<file path="src/rtl/mips_isa_pkg.sv">
// ISA constants and the request-to-word encoder shared with the main decoder.
// Pure combinational helpers; no state lives here.
package mips_isa_pkg;

  typedef enum logic [2:0] {
    K_RTYPE = 3'd0,
    K_LW    = 3'd1,
    K_SW    = 3'd2,
    K_ADDI  = 3'd3,
    K_J     = 3'd4,
    K_BEQ   = 3'd5
  } instr_kind_e;

  localparam logic [5:0] OP_RTYPE = 6'b000000;
  localparam logic [5:0] OP_LW    = 6'b100011;
  localparam logic [5:0] OP_SW    = 6'b101011;
  localparam logic [5:0] OP_ADDI  = 6'b001000;
  localparam logic [5:0] OP_J     = 6'b000010;
  localparam logic [5:0] OP_BEQ   = 6'b000100;

  localparam int OP_LSB    = 26;
  localparam int RS_LSB    = 21;
  localparam int RT_LSB    = 16;
  localparam int RD_LSB    = 11;
  localparam int SHAMT_LSB = 6;
  localparam int FUNCT_LSB = 0;
  localparam int IMM_LSB   = 0;
  localparam int TGT_LSB   = 0;

  typedef struct packed {
    logic [2:0]  kind;
    logic [4:0]  rs;
    logic [4:0]  rt;
    logic [4:0]  rd;
    logic [4:0]  shamt;
    logic [5:0]  funct;
    logic [15:0] imm;
    logic [25:0] target;
  } instr_req_t;

  function automatic logic kind_legal(input logic [2:0] kind);
    return kind <= K_BEQ;
  endfunction

  // Fields a kind does not use are ignored; illegal kinds encode to zero.
  function automatic logic [31:0] encode(input instr_req_t req);
    logic [31:0] w;
    w = '0;
    case (req.kind)
      K_RTYPE: w = {OP_RTYPE, req.rs, req.rt, req.rd, req.shamt, req.funct};
      K_LW:    w = {OP_LW,    req.rs, req.rt, req.imm};
      K_SW:    w = {OP_SW,    req.rs, req.rt, req.imm};
      K_ADDI:  w = {OP_ADDI,  req.rs, req.rt, req.imm};
      K_J:     w = {OP_J,     req.target};
      K_BEQ:   w = {OP_BEQ,   req.rs, req.rt, req.imm};
      default: w = '0;
    endcase
    return w;
  endfunction

endpackage

</file>
<file path="src/rtl/sync_fifo.sv">
// Generic synchronous FIFO; head is registered storage, visible the cycle after push.
// Backpressure: push ignored when full (even with a concurrent pop), pop ignored when empty.
module sync_fifo #(
  parameter int WIDTH = 8,
  parameter int DEPTH = 4
) (
  input  logic                     clk,
  input  logic                     reset,
  input  logic                     clear,
  input  logic                     push,
  input  logic [WIDTH-1:0]         push_data,
  input  logic                     pop,
  output logic [WIDTH-1:0]         head,
  output logic                     empty,
  output logic                     full,
  output logic [$clog2(DEPTH):0]   count
);

  localparam int PTR_W = $clog2(DEPTH);

  logic [WIDTH-1:0] mem [DEPTH];
  logic [PTR_W:0]   wr_ptr;
  logic [PTR_W:0]   rd_ptr;
  logic             do_push;
  logic             do_pop;

  // Extra pointer bit distinguishes full from empty; DEPTH is a power of two.
  assign count   = wr_ptr - rd_ptr;
  assign empty   = (wr_ptr == rd_ptr);
  assign full    = (count == (PTR_W + 1)'(DEPTH));
  assign do_push = push && !full && !clear;
  assign do_pop  = pop && !empty && !clear;
  assign head    = mem[rd_ptr[PTR_W-1:0]];

  always_ff @(posedge clk or posedge reset) begin
    if (reset) begin
      wr_ptr <= '0;
      rd_ptr <= '0;
    end else if (clear) begin
      wr_ptr <= '0;
      rd_ptr <= '0;
    end else begin
      if (do_push) wr_ptr <= wr_ptr + 1'b1;
      if (do_pop)  rd_ptr <= rd_ptr + 1'b1;
    end
  end

  always_ff @(posedge clk) begin
    if (do_push) mem[wr_ptr[PTR_W-1:0]] <= push_data;
  end

endmodule

</file>
<file path="src/rtl/mips_instr_encoder.sv">
// Encodes instruction requests into MIPS words tagged with sequential imem addresses.
// Latency 1 cycle into an empty FIFO; in_ready drops when full or during clear.
module mips_instr_encoder
  import mips_isa_pkg::*;
#(
  parameter int DEPTH     = 4,
  parameter int ADDR_W    = 8,
  parameter int BASE_ADDR = 0
) (
  input  logic                      clk,
  input  logic                      reset,
  input  logic                      clear,
  input  logic                      in_valid,
  output logic                      in_ready,
  input  logic [2:0]                in_kind,
  input  logic [4:0]                in_rs,
  input  logic [4:0]                in_rt,
  input  logic [4:0]                in_rd,
  input  logic [4:0]                in_shamt,
  input  logic [5:0]                in_funct,
  input  logic [15:0]               in_imm,
  input  logic [25:0]               in_target,
  output logic                      out_valid,
  input  logic                      out_ready,
  output logic [31:0]               out_instr,
  output logic [ADDR_W-1:0]         out_addr,
  output logic [$clog2(DEPTH):0]    count,
  output logic                      err_illegal
);

  localparam logic [ADDR_W-1:0] BASE = ADDR_W'(BASE_ADDR);

  instr_req_t         req;
  logic               accept;
  logic               legal;
  logic               push;
  logic               pop;
  logic [ADDR_W-1:0]  addr_ctr;
  logic [ADDR_W+31:0] fifo_head;
  logic               fifo_empty;
  logic               fifo_full;

  assign req = '{kind: in_kind, rs: in_rs, rt: in_rt, rd: in_rd, shamt: in_shamt,
                 funct: in_funct, imm: in_imm, target: in_target};

  // Illegal kinds still complete the handshake so the loader never stalls on them.
  assign in_ready = !fifo_full && !clear;
  assign accept   = in_valid && in_ready;
  assign legal    = kind_legal(in_kind);
  assign push     = accept && legal;
  assign pop      = out_valid && out_ready;

  sync_fifo #(
    .WIDTH (ADDR_W + 32),
    .DEPTH (DEPTH)
  ) u_fifo (
    .clk       (clk),
    .reset     (reset),
    .clear     (clear),
    .push      (push),
    .push_data ({addr_ctr, encode(req)}),
    .pop       (pop),
    .head      (fifo_head),
    .empty     (fifo_empty),
    .full      (fifo_full),
    .count     (count)
  );

  assign out_valid = !fifo_empty;
  assign out_instr = out_valid ? fifo_head[31:0] : '0;
  assign out_addr  = out_valid ? fifo_head[ADDR_W+31:32] : '0;

  always_ff @(posedge clk or posedge reset) begin
    if (reset) begin
      addr_ctr    <= BASE;
      err_illegal <= 1'b0;
    end else if (clear) begin
      addr_ctr    <= BASE;
      err_illegal <= 1'b0;
    end else begin
      if (push)            addr_ctr    <= addr_ctr + ADDR_W'(1);
      if (accept && !legal) err_illegal <= 1'b1;
    end
  end

endmodule

</file>
<file path="config.mk">
export PLATFORM = sky130hd
export DESIGN_NAME = mips_instr_encoder
export DESIGN_NICKNAME = d
export VERILOG_FILES = /design/src/rtl/mips_isa_pkg.sv /design/src/rtl/sync_fifo.sv /design/src/rtl/mips_instr_encoder.sv
export SDC_FILE = /design/constraint.sdc
export NUM_CORES = 1
export LEC_CHECK = 0
export CAP_MARGIN = 5
export CORE_MARGIN = 2
export CORE_UTILIZATION = 57
export DETAILED_ROUTE_END_ITERATION = 8
export PLACE_DENSITY = 0.93
export SYNTH_ARGS = -nofsm -noshare
export SYNTH_HDL_FRONTEND = slang
export SYNTH_SLANG_ARGS = --single-unit
</file>
<file path="constraint.sdc">
create_clock -name clk -period 4.5 [get_ports clk]
set_input_delay 0.675 -clock clk [delete_from_list [all_inputs] [get_ports clk]]
set_output_delay 0.675 -clock clk [all_outputs]
set_load 0.005 [all_outputs]
</file>
======== Word level (Yosys, flattened, before mapping) ========
Memory sizes are Yosys's and may differ from the RTL's.
Index checks and enable logic that the tools add are counted.
Widths: inputs -> output; s select.
word-level totals
  flip-flop bits (word level) ............. 15
  latch bits .............................. 0
  RAM bits ................................ 160
  bits in read-only memories .............. 0
  output and inout bits ................... 46
  word-level logic and storage cells ...... 48
  memories kept ........................... 1
memories
  name        depth  bits a word  rd ports  clocked after memory_dff  wr ports  line             text
  u_fifo.mem  4      40           1         0                         1         sync_fifo.sv:21  logic [WIDTH-1:0] mem [DEPTH];
cells by class
  $add $sub $neg .......................... 4
  multiply operators ...................... 0
  divide/modulo/power cells ............... 0
  magnitude comparators ................... 1
  eq/ne operators ......................... 7
  shift-type cells ........................ 0
  mux-type cells .......................... 13
  bitwise operators ....................... 0
  reductions and logical operators ........ 18
operator list
  kind                 count
  $pmux 32 s6          1
  $mux 32              1
  $mux 8               3
  $mux 3               4
  $eq 3x3->1 const B   3
  $logic_and 1x1->1    9
  $add 8x1->8 const B  1
  $reduce_bool 2->1    4
  $add 3x1->3 const B  2
  $eq 3x2->1 const B   2
  $logic_not 1->1      4
  $mux 1               4
  $eq 3x1->1 const B   1
  $eq 3x3->1           1
  $le 3x3->1 const B   1
  $logic_not 3->1      1
  $sub 3x3->3          1

======== Depth between registers and ports, before layout ========
Gate-level depths: netlist of run 1.
  depth in word-level cells ............... 10
  gate-level depth with buffers ........... 9

======== Modules after synthesis ========
From an unflattened synthesis of run 1, not the netlist that was laid out.
unflattened totals
  cells, all modules ...................... 480
  area, all modules ....................... 7862.5 um^2
by module, submodules not included
  module              times used  cells each  area each (um^2)  sequential area each (um^2)
  sync_fifo           1           259         6228.5            4954.8
  mips_instr_encoder  1           221         1634.1            225.2

======== Worst setup path after synthesis of run 1 ========
OpenSTA, ideal clock, no wires.
  kind .................................... register -> register
  from .................................... reg u_fifo.wr_ptr[0]
  to ...................................... mem u_fifo.mem[0][0] (netlist name) (enable)
  setup time .............................. 0.399 ns
  arrival ................................. 2.573 ns
  required time ........................... 4.101 ns
  slack ................................... 1.528 ns
  stages on the path, launching flop included .. 8
  cells stage by stage .................... dfrtp_1 -> inv_1 -> ha_1 -> fa_1 -> xnor3_2 -> o21ai_4 -> nor2_1 -> and2_1
between the ends
  word-level cells in the longest chain between the ends .. 10
RTL lines
  what                            line                                       text
  from (decl)                     sync_fifo.sv:22                            logic [PTR_W:0] wr_ptr;
  from (signal assigned)          sync_fifo.sv:43                            if (do_push) wr_ptr <= wr_ptr + 1'b1;
  $sub 3x3->3                     sync_fifo.sv:28                            assign count = wr_ptr - rd_ptr;
  $eq 3x3->1                      sync_fifo.sv:30                            assign full = (count == (PTR_W + 1)'(DEPTH));
  $logic_not 1->1                 sync_fifo.sv:31, mips_instr_encoder.sv:47
  $logic_and 1x1->1               mips_instr_encoder.sv:47                   assign in_ready = !fifo_full && !clear;
  $logic_and 1x1->1               mips_instr_encoder.sv:48                   assign accept = in_valid && in_ready;
  $logic_and 1x1->1               mips_instr_encoder.sv:50                   assign push = accept && legal;
  $logic_and 1x1->1 (2 in a row)  sync_fifo.sv:31                            assign do_push = push && !full && !clear;
  $mux 1                          sync_fifo.sv:49                            if (do_push) mem[wr_ptr[PTR_W-1:0]] <= push_data;
  $mux 1 (not written as such)    sync_fifo.sv:49
  to (decl)                       sync_fifo.sv:21
Parallel ways exist; a longest one is shown, timed or not.

======== Worst setup path after layout of run 1 ========
  from .................................... reg u_fifo.wr_ptr[0]
  to ...................................... out out_instr[5]
between the ends
  word-level cells in the longest chain between the ends .. 2
RTL lines
  what        line                      text
  $eq 3x3->1  sync_fifo.sv:29           assign empty = (wr_ptr == rd_ptr);
  $mux 32     mips_instr_encoder.sv:70  assign out_instr = out_valid ? fifo_head[31:0] : '0;
  to (decl)   mips_instr_encoder.sv:25  output logic [31:0] out_instr,
No other way between the ends.

==> run_results.csv, run 1 <==
group,metric,value,unit
cts,h-tree-depth,4,
cts,cts_num_sinks,167,
logic_synthesis,mappedNetlistNets,526,
pwr,power-per-cell-area,519,nW/um^2
sta,timing_hold_violations_final,0,
setup_path,critPathRequiredTime,3.83,ns
routing,firstDrtPassIters,5,
routing,number_of_vias_after_detailed_routing,4514,
pwr,leakage,3.11,nW
routing,ant_nets,0,
setup_path,timing.critical_path.from_type,"flip-flop",
die,die-width,117,um
finish,final_cells,740,
job,drv_cap,0,
finish,final_cell_mix,"152 x sky130_fd_sc_hd__edfxtp_1, 119 x sky130_fd_sc_hd__clkdlybuf4s50_1, 42 x sky130_fd_sc_hd__a22oi_1",
logic_synthesis,postSynth.asyncResetShare,0.0898,
cts,cts_tree,"built",
setup_path,arrival_time_worst_endpoint,2.89,ns
finish,area_added_between_synthesis_and_finish,26.3,%
logic_synthesis,dominantRegCellSynth,"sky130_fd_sc_hd__edfxtp_1",
grt,track_usage,0.254,
finish,stdcell_area,9230,um^2
placed_design,post-place-cells,708,
logic_synthesis,synth-seq-cells,167,
routing,drt_iter0_drc,375,
sta,finalHoldWorstSlack,0.523,ns
outcome,outcome,"completed",
setup_path,worst_path_class_setup,"flip-flop to output pin",
sta,fin_skew,0.0122,ns
sta,rsz0062_at_grt,"false",
cts,cts_buffer_depth,2,
logic_synthesis,yosys_warning_total,0,
cts,number_of_buffers_added_for_setup_after_cts,0,
cts,post_cts_resize_count,0,
logic_synthesis,synth_top_cell_area_share,0.625,
die,pin_count,122,
placed_design,place_hpwl,10500,um
cts,post_cts_hold_buffer_count,0,
sta,timing.max_slew.rel_slack,0.304,
finish,layout.nets,640,
routing,average_detailed_routed_wire_length_per_instance,22.5,um
logic_synthesis,post_synth_edffs,152,
cts,cts_root_buf,"sky130_fd_sc_hd__clkbuf_16",
sta,finalMaxSlewViolations,0,
sta,min_period,3.56,ns
sta,worst_slew_pin_slew,1.04,ns
die,floorplan.die_area,13700,um^2
logic_synthesis,synth.cell_area,7300,um^2
routing,avgViaCountPerCell,6.10,
sta,fmaxAchievable,281,MHz
grt,grt_max_degree,50,
placed_design,place_congestion,0.816,
logic_synthesis,yosysUniqueCellTypes,41,
sta,timing.final.crit_share,0.792,
placed_design,placement.cell_area,8640,um^2
die,core_area,12600,um^2
cts,clk_pin_slew,0.07,ns
die,floorplan_row_count,41,
hold_path,min-delay-path-class,"flip-flop to flip-flop",
routing,postRouteWirelength,16600,um
logic_synthesis,synth_top_cell_by_area,"sky130_fd_sc_hd__edfxtp_1",
cts,cts-buffers-inserted,17,
logic_synthesis,number_of_cells_produced_by_synthesis,441,
grt,grt_first_pass_wirelength,25200,um
logic_synthesis,seq_area_frac_synth,0.676,
routing,remaining_drc_errors,0,
finish,diodes,0,
grt,grt_overflow_total,0,
finish,share_of_post_route_cells_with_drive_strength_above_1,0.157,
sta,finalSetupViolCount,0,
setup_path,setup_crit_end_kind,"output pin",
cts,clock_latency_on_the_worst_skew_pair,0.41,ns
logic_synthesis,synth.avg_cell_area,16.6,um^2
placed_design,numPortBuffers,120,
die,vertical_extent_of_the_die,117,um
finish,final_common_cell,"sky130_fd_sc_hd__edfxtp_1",
pwr,worst_vdd_rail_ir_drop,0.000624,V
die,initial_utilization,0.581,
grt,antenna_found_initial,0,
grt,via_count_of_the_first_global_routing_pass,4610,
finish,fillCellCount,718,
setup_path,worstPathMaxFanout,39,
logic_synthesis,ys_top_cells_by_area,"sky130_fd_sc_hd__edfxtp_1 62%, sky130_fd_sc_hd__mux4_2 12%, sky130_fd_sc_hd__dfrtp_1 5.1%",
sta,setup_tns,0,ns
[final cells by class]
cell class	count	area, um^2	share of cell area
sequential	167	4940	0.536
clock inverter	8	52.6	0.00569
tap	172	215	0.0233
clock buffer	24	536	0.0580
inverter	21	78.8	0.00854
timing repair buffer	126	1240	0.135
multi-input combinational	222	2160	0.234
[routing by layer]
layer  global-route usage  share of wire  up-vias
met2                0.445           0.53      232
met1                0.314           0.38     2277
li1                     -              -     1971
met4               0.0902          0.024        0
met3               0.0546          0.070       34
met5                    0              0        -
[critical path: stages, from the launching register on]
cell                              delay, ns
sky130_fd_sc_hd__dfrtp_1               0.38
sky130_fd_sc_hd__inv_1                 0.11
sky130_fd_sc_hd__ha_1                  0.35
sky130_fd_sc_hd__nand2_1               0.13
sky130_fd_sc_hd__nor2_4                0.79
sky130_fd_sc_hd__nor2b_1               0.19
sky130_fd_sc_hd__clkdlybuf4s50_1       0.51
[cell families (layout without fill, tap and decap cells)]
logic type | after synthesis | count (layout) | share of synthesized area
flip-flops | 167 | 167 | 0.676
AO/OA/AOI/OAI | 85 | 85 | 0.0812
AND/OR/NAND/NOR | 76 | 76 | 0.0598
buffers and inverters | 52 | 179 | 0.0298
multiplexers | 43 | 43 | 0.124
adder cells (fa/ha/maj) | 9 | 9 | 0.0164
XOR/XNOR | 8 | 8 | 0.0116
other | 1 | 1 | 0.000513
[worst paths after layout]
path	startpoint	end	slack, ns	cells past startpoint
max in group asynchronous	reset	u_fifo.rd_ptr[0]$_DFFE_PP0P_	3.47	2
min in group asynchronous	reset	u_fifo.wr_ptr[1]$_DFFE_PP0P_	0.61	2
setup / recovery	u_fifo.wr_ptr[0]$_DFFE_PP0P_	out_instr[5]	0.94	6
hold / removal	err_illegal$_DFFE_PP0P_	err_illegal$_DFFE_PP0P_	0.52	2
setup reg to reg	u_fifo.wr_ptr[0]$_DFFE_PP0P_	u_fifo.mem[3][12]$_DFFE_PP_	1.46	7
hold reg to reg	err_illegal$_DFFE_PP0P_	err_illegal$_DFFE_PP0P_	0.52	2
[per-stage QoR]
step	worst slack, ns	util	total power, mW
final	0.935	0.734	4.79
after global routing	0.767	0.734	5.00
after global placement	1.28	0.687	3.37
after CTS	0.919	0.734	4.83
after detailed placement	1.18	0.687	3.42
after floorplan	1.53	-	2.69
[registers in the layout (all words and copies together), names as in the netlist]
register,flops
u_fifo.mem,152
u_fifo.wr_ptr,3
addr_ctr,8
u_fifo.rd_ptr,3
err_illegal,1
[power by group]
group | internal, mW | total [mW] | switching [mW]
clock | 0.837 | 1.40 | 0.564
sequential | 1.80 | 1.84 | 0.0362
combinational | 0.852 | 1.55 | 0.698
total | 3.49 | 4.79 | 1.30
[cells in the mapped netlist (5+ instances only)]
library cell / count
sky130_fd_sc_hd__buf_1: 6
sky130_fd_sc_hd__a22oi_1: 42
sky130_fd_sc_hd__o22ai_1: 27
sky130_fd_sc_hd__a21oi_1: 5
sky130_fd_sc_hd__inv_1: 21
sky130_fd_sc_hd__nor2b_1: 41
sky130_fd_sc_hd__nor2_1: 14
sky130_fd_sc_hd__mux4_2: 38
sky130_fd_sc_hd__dfrtp_1: 15
sky130_fd_sc_hd__clkbuf_1: 18
sky130_fd_sc_hd__edfxtp_1: 152
sky130_fd_sc_hd__ha_1: 8
sky130_fd_sc_hd__xor2_1: 5
No activity file was read; power rests on OpenSTA's default activity.
==> run 2, diff against run 1 <==
CORE_UTILIZATION = 48   (was 57)
PLACE_DENSITY = 0.84   (was 0.93)
clock period = 3.14 ns   (was 4.5 ns; I/O delays follow)
==> run 2 against run 1 <==
Register-to-register slack got worse by 1.0 ns. Global-route usage decreased by 4.5 points. Critical path depth increased by 1. Sequential share of layout area decreased by 1.1 points. Die area increased by 18%. First-iteration DRC count increased by 2.7%. Via count decreased by 1.1%. Critical path type unchanged. Largest cell class unchanged.
==> run_results.csv, run 2 (synthesized netlist as in run 1, its figures left out) <==
group,metric,value,unit
outcome,outcome,"completed",
cts,cts_num_sinks,167,
setup_path,worstSetupPathDepth,7,
routing,highest-signal-layer,"met4",
sta,finalSetupViolCount,0,
grt,grt_first_pass_wirelength,25400,um
sta,timing.final.crit_share,0.952,
hold_path,min-delay-path-class,"primary input to asynchronous set/reset pin",
setup_path,timing.critical_path.from_type,"flip-flop",
sta,fin_skew,0.00927,ns
cts,cts_buffer_depth,2,
grt,antenna_found_initial,0,
routing,number_of_vias_after_detailed_routing,4464,
finish,share_of_post_route_cells_with_drive_strength_above_1,0.172,
die,pin_count,122,
setup_path,timing.critical_path.slowest_cell_delay,0.52,ns
sta,fmaxAchievable,334,MHz
finish,largest_register_ffs,152,
placed_design,numPortBuffers,120,
sta,setup_tns,0,ns
cts,cts-buffers-inserted,17,
finish,area_added_between_synthesis_and_finish,29.1,%
setup_path,path_delay_family,"buffers and inverters",
finish,layout.area.seq,4940,um^2
placed_design,place_hpwl,10800,um
setup_path,critical-path-top-cell-by-count,"sky130_fd_sc_hd__inv_1",
pwr,leakage,3.19,nW
finish,combined_area_of_the_multi_input_logic_cells,2160,um^2
pwr,power-per-cell-area,748,nW/um^2
sta,timing_hold_violations_final,0,
pwr,p_int,5.20,mW
routing,average_detailed_routed_wire_length_per_instance,20.7,um
die,floorplan_row_count,45,
finish,final_common_cell,"sky130_fd_sc_hd__edfxtp_1",
cts,cts_tree,"built",
placed_design,place_congestion,0.800,
die,core_area,15000,um^2
grt,grt_max_degree,46,
pwr,clock_power_share,0.297,
finish,layout.nets,656,
setup_path,worstPathMaxFanout,4,
routing,firstDrtPassIters,5,
cts,post_cts_hold_buffer_count,0,
finish,utilization,0.627,
die,vertical_extent_of_the_die,127,um
finish,diodes,0,
setup_path,worstPathBufferInverterCount,3,
grt,grt_overflow_total,0,
grt,track_usage,0.209,
finish,final_cell_mix,"152 x sky130_fd_sc_hd__edfxtp_1, 119 x sky130_fd_sc_hd__clkdlybuf4s50_1, 42 x sky130_fd_sc_hd__a22oi_1",
cts,h-tree-depth,4,
die,floorplan.die_area,16200,um^2
pwr,p_comb_frac,0.330,
finish,fillCellCount,1034,
routing,avgViaCountPerCell,5.79,
cts,clock_latency_on_the_worst_skew_pair,0.42,ns
setup_path,critPathSlowestCell,"sky130_fd_sc_hd__clkdlybuf4s50_1",
sta,min_period,2.99,ns
routing,wl_met2,8000,um
job,drv_cap,0,
pwr,reported_net_switching_power,1.85,mW
routing,ant_nets,0,
routing,remaining_drc_errors,0,
grt,via_count_of_the_first_global_routing_pass,4790,
setup_path,worst_path_class_setup,"flip-flop to output pin",
setup_path,cell_chain_of_the_critical_path,"inv_1, ha_1, fa_1, xnor3_2, inv_1, a31oi_1, clkdlybuf4s50_1",
die,die-width,127,um
pwr,seq_power_share,0.373,
sta,worst_slew_pin_slew,0.636,ns
setup_path,worstRegToRegCells,9,
pwr,worst_vdd_rail_ir_drop,0.000671,V
pwr,power.switching_fraction,0.263,
routing,dr_wl_met3,1120,um
routing,postRouteWirelength,16000,um
die,initial_utilization,0.486,
setup_path,critPathRequiredTime,2.67,ns
sta,finalMaxSlewViolations,0,
setup_path,arrival_time_worst_endpoint,2.52,ns
sta,timing.max_slew.rel_slack,0.576,
setup_path,setup_crit_end_kind,"output pin",
cts,clk_pin_slew,0.06,ns
cts,cts_root_buf,"sky130_fd_sc_hd__clkbuf_16",
routing,drt_iter0_drc,385,
pwr,report.power.total,7.06,mW
routing,routedLengthMet1,6470,um
[run 2: changes by cell type in the layout (fill, tap and decap cells not counted), moves of 2 or more]
cell / previous run / this run
sky130_fd_sc_hd__clkbuf_1: 2 / 4
sky130_fd_sc_hd__bufinv_16: 0 / 4
sky130_fd_sc_hd__clkbuf_8: 2 / 0
sky130_fd_sc_hd__clkbuf_16: 20 / 17
sky130_fd_sc_hd__clkinv_1: 0 / 2
sky130_fd_sc_hd__buf_12: 0 / 4
sky130_fd_sc_hd__buf_4: 6 / 17
sky130_fd_sc_hd__inv_4: 4 / 0
[run 2: area by class of cell]
type,instances,area share
clock inverters,10,0.0163
inverters,21,0.00836
flip-flops and latches,167,0.524
clock buffers,21,0.0467
well taps,188,0.0250
repair buffers,142,0.150
multi-input cells,222,0.229
[run 2: metal layers]
metal,track usage,vias up
li1,-,2007
met1,0.264,2240
met2,0.349,194
met3,0.0565,23
met4,0.0769,0
met5,0,-
[run 2: path summary, 6_finish.rpt]
kind                       slack [ns]                    startpoint                           end
max                              0.15  u_fifo.wr_ptr[0]$_DFFE_PP0P_                      in_ready
min                              0.41                         reset  u_fifo.rd_ptr[2]$_DFFE_PP0P_
max reg2reg                      0.43  u_fifo.wr_ptr[0]$_DFFE_PP0P_   u_fifo.mem[1][19]$_DFFE_PP_
min reg2reg                      0.52       err_illegal$_DFFE_PP0P_       err_illegal$_DFFE_PP0P_
max in group asynchronous        2.32                         reset  u_fifo.rd_ptr[1]$_DFFE_PP0P_
min in group clk                 0.50                    in_kind[1]       err_illegal$_DFFE_PP0P_
[run 2: timing repair]
item	4_1_cts	5_1_grt
endpoints found under the hold margin	0	0
setup endpoints to repair	0	2
buffers inserted	0	1
gates resized for setup	0	1
[run 2: power by group through the flow]
stage               registers (mW)  logic [mW]  clock network (mW)
finish                        2.63        2.33                2.09
global route                  2.64        2.53                2.23
CTS                           2.63        2.35                2.12
detailed placement            2.68        2.33                   0
global placement              2.67        2.30                   0
floorplan                     2.66        1.20                   0
[run 2: per-stage QoR]
stage,instances,hold WS [ns],cell area [um^2],worst slack [ns]
floorplan,441,0.372,7300,0.168
global placement,739,0.507,8820,0.541
detailed placement,739,0.517,8820,0.485
CTS,770,0.413,9420,0.0218
global route,771,0.442,9430,-0.00395
finish,771,0.409,9430,0.149
==> run 3, diff against run 2 <==
--- a/config.mk
+++ b/config.mk
@@ -7,8 +7,8 @@
 export LEC_CHECK = 0
 export CAP_MARGIN = 5
-export CORE_MARGIN = 2
 export CORE_UTILIZATION = 48
 export DETAILED_ROUTE_END_ITERATION = 8
 export PLACE_DENSITY = 0.84
+export SLEW_MARGIN = 20
 export SYNTH_ARGS = -nofsm -noshare
 export SYNTH_HDL_FRONTEND = slang
==> constraint.sdc (replaced) <==
create_clock -name clk -period 3.14 [get_ports clk]
set_input_delay 0.471 -clock clk [delete_from_list [all_inputs] [get_ports clk]]
set_output_delay 0.471 -clock clk [all_outputs]
set_load 0.05 [all_outputs]
==> run 3 against run 2 <==
Die area fell by 3.1%. Combinational power increased by 44%. Clock power fell by 8%. Worst hold slack improved by 0.0020 ns. Wire length hardly changed. Worst setup slack better by 0.029 ns. The run now ends with DRC left. Critical path depth unchanged. Global-route usage rose by 0.78 points. Largest power group is now combinational logic. Clock skew decreased by 0.0024 ns. Final area decreased by 1.8%. Sequential cell count did not move. First-iteration DRC count rose by 20%.
==> run_results.csv, run 3 (synthesized netlist as in run 1, its figures left out) <==
group,metric,value,unit
grt,track_usage,0.217,
sta,fmaxAchievable,338,MHz
sta,timing_hold_violations_final,0,
cts,number_of_buffers_added_for_setup_after_cts,0,
finish,fillCellCount,1015,
pwr,leakage,3.22,nW
sta,timing.max_slew.rel_slack,0.474,
setup_path,critPathRequiredTime,2.67,ns
placed_design,place_worst_setup_slack,0.493,ns
cts,cts_root_buf,"sky130_fd_sc_hd__clkbuf_16",
routing,firstDrtPassIters,7,
finish,layout.area.seq,4940,um^2
setup_path,worstPathMaxFanout,16,
setup_path,setup_crit_end_kind,"output pin",
setup_path,critical-path-top-cell-by-count,"sky130_fd_sc_hd__buf_4",
setup_path,critPathSlowestCell,"sky130_fd_sc_hd__dfrtp_2",
sta,finalSetupViolCount,0,
routing,remaining_drc_errors,12,
setup_path,cell_chain_of_the_critical_path,"inv_1, ha_1, nand2_1, nor2_4, buf_4, nor2b_1, buf_4",
finish,diodes,0,
finish,utilization,0.630,
routing,average_detailed_routed_wire_length_per_instance,21.0,um
grt,grt_overflow_total,0,
finish,final_cell_mix,"152 x sky130_fd_sc_hd__edfxtp_1, 76 x sky130_fd_sc_hd__clkdlybuf4s50_1, 53 x sky130_fd_sc_hd__buf_4",
cts,cts_num_sinks,167,
pwr,seq_power_share,0.333,
outcome,violated_checks,"DRC",
finish,share_of_post_route_cells_with_drive_strength_above_1,0.246,
cts,post_cts_resize_count,0,
cts,post_cts_hold_buffer_count,0,
finish,largest_register_ffs,152,
sta,layout_setup_ws,0.178,ns
routing,ant_nets,0,
setup_path,arrival_time_worst_endpoint,2.49,ns
cts,clock_latency_on_the_worst_skew_pair,0.42,ns
pwr,worst_vdd_rail_ir_drop,0.000739,V
die,floorplan.die_area,15700,um^2
grt,antenna_found_initial,0,
die,floorplan_row_count,44,
grt,grt_first_pass_wirelength,25500,um
pwr,reported_net_switching_power,3.09,mW
routing,postRouteWirelength,16000,um
cts,clk_pin_slew,0.06,ns
cts,cts-buffers-inserted,17,
placed_design,numPortBuffers,120,
grt,via_count_of_the_first_global_routing_pass,4865,
die,core_area,14700,um^2
setup_path,timing.critical_path.slowest_cell_delay,0.58,ns
routing,drt_iter0_drc,463,
setup_path,path_delay_family,"simple AND/OR/NAND/NOR gates",
placed_design,place_congestion,0.791,
pwr,clock_power_share,0.243,
setup_path,worstPathBufferInverterCount,3,
sta,min_period,2.96,ns
die,vertical_extent_of_the_die,125,um
setup_path,worstRegToRegCells,8,
routing,number_of_vias_after_detailed_routing,4456,
job,drv_cap,0,
finish,layout.nets,650,
sta,fin_skew,0.00691,ns
setup_path,timing.critical_path.from_type,"flip-flop",
die,pin_count,122,
cts,cts_tree,"built",
placed_design,place_hpwl,10500,um
die,die-width,125,um
cts,h-tree-depth,4,
pwr,power-per-cell-area,857,nW/um^2
finish,final_common_cell,"sky130_fd_sc_hd__edfxtp_1",
sta,setup_tns,0,ns
sta,worst_slew_pin_slew,0.790,ns
pwr,p_int,4.84,mW
die,initial_utilization,0.497,
setup_path,worst_path_class_setup,"flip-flop to output pin",
finish,area_added_between_synthesis_and_finish,26.7,%
setup_path,worstSetupPathDepth,7,
cts,cts_buffer_depth,2,
pwr,power.switching_fraction,0.390,
pwr,p_comb_frac,0.424,
sta,finalMaxSlewViolations,0,
grt,grt_max_degree,48,
routing,avgViaCountPerCell,5.85,
sta,rsz0062_at_grt,"false",
sta,timing.final.crit_share,0.943,
hold_path,min-delay-path-class,"primary input to asynchronous set/reset pin",
outcome,outcome,"finished with violations",
finish,combined_area_of_the_multi_input_logic_cells,2160,um^2
[run 3: cell count changes in the layout (fill, tap and decap cells not counted), sizes merged]
cell	before	now
clkinvlp	1	3
clkbuf	21	17
inv	21	24
clkdlybuf4s50	119	76
bufinv	4	1
buf	23	60
clkinv	5	8
[run 3: metal layers]
layer  vias to the layer above  global-route usage  wire [um]
met5                         -                   0          0
met4                         0              0.0760        270
met3                        28              0.0586        917
met2                       203               0.381       8530
met1                      2238               0.257       6250
li1                       1987                   -          -
[run 3: power groups by stage]
stage,Clock (mW),Sequential [mW],Combinational (mW)
after floorplan,0,2.67,2.38
after detailed placement,0,2.68,3.39
after global placement,0,2.67,3.35
final,1.93,2.64,3.36
after CTS,1.96,2.64,3.40
after global routing,2.05,2.65,3.54
[run 3: path summary, 6_finish.rpt]
check | slack (ns) | end | from
worst max-delay path | 0.18 | out_instr[0] | u_fifo.rd_ptr[1]$_DFFE_PP0P_
worst min-delay path | 0.41 | err_illegal$_DFFE_PP0P_ | reset
worst max register to register | 0.50 | u_fifo.mem[0][25]$_DFFE_PP_ | u_fifo.wr_ptr[0]$_DFFE_PP0P_
worst min register to register | 0.52 | err_illegal$_DFFE_PP0P_ | err_illegal$_DFFE_PP0P_
max in group asynchronous | 2.31 | u_fifo.rd_ptr[0]$_DFFE_PP0P_ | reset
min in group clk | 0.52 | err_illegal$_DFFE_PP0P_ | err_illegal$_DFFE_PP0P_
[run 3: per-stage QoR]
step | instances | hold slack, ns | area (um^2) | power (mW)
after detailed placement | 730 | 0.515 | 8700 | 6.07
after global routing | 762 | 0.481 | 9250 | 8.24
final | 762 | 0.411 | 9250 | 7.93
after global placement | 730 | 0.506 | 8700 | 6.02
after CTS | 762 | 0.410 | 9250 | 7.99
after floorplan | 441 | 0.372 | 7310 | 5.05
[run 3: layout make-up]
class                      count  area share
sequential                   167       0.534
multi-input combinational    222       0.234
timing repair buffer         136       0.139
clock buffer                  17      0.0460
tap                          184      0.0249
clock inverter                15      0.0139
inverter                      21     0.00852
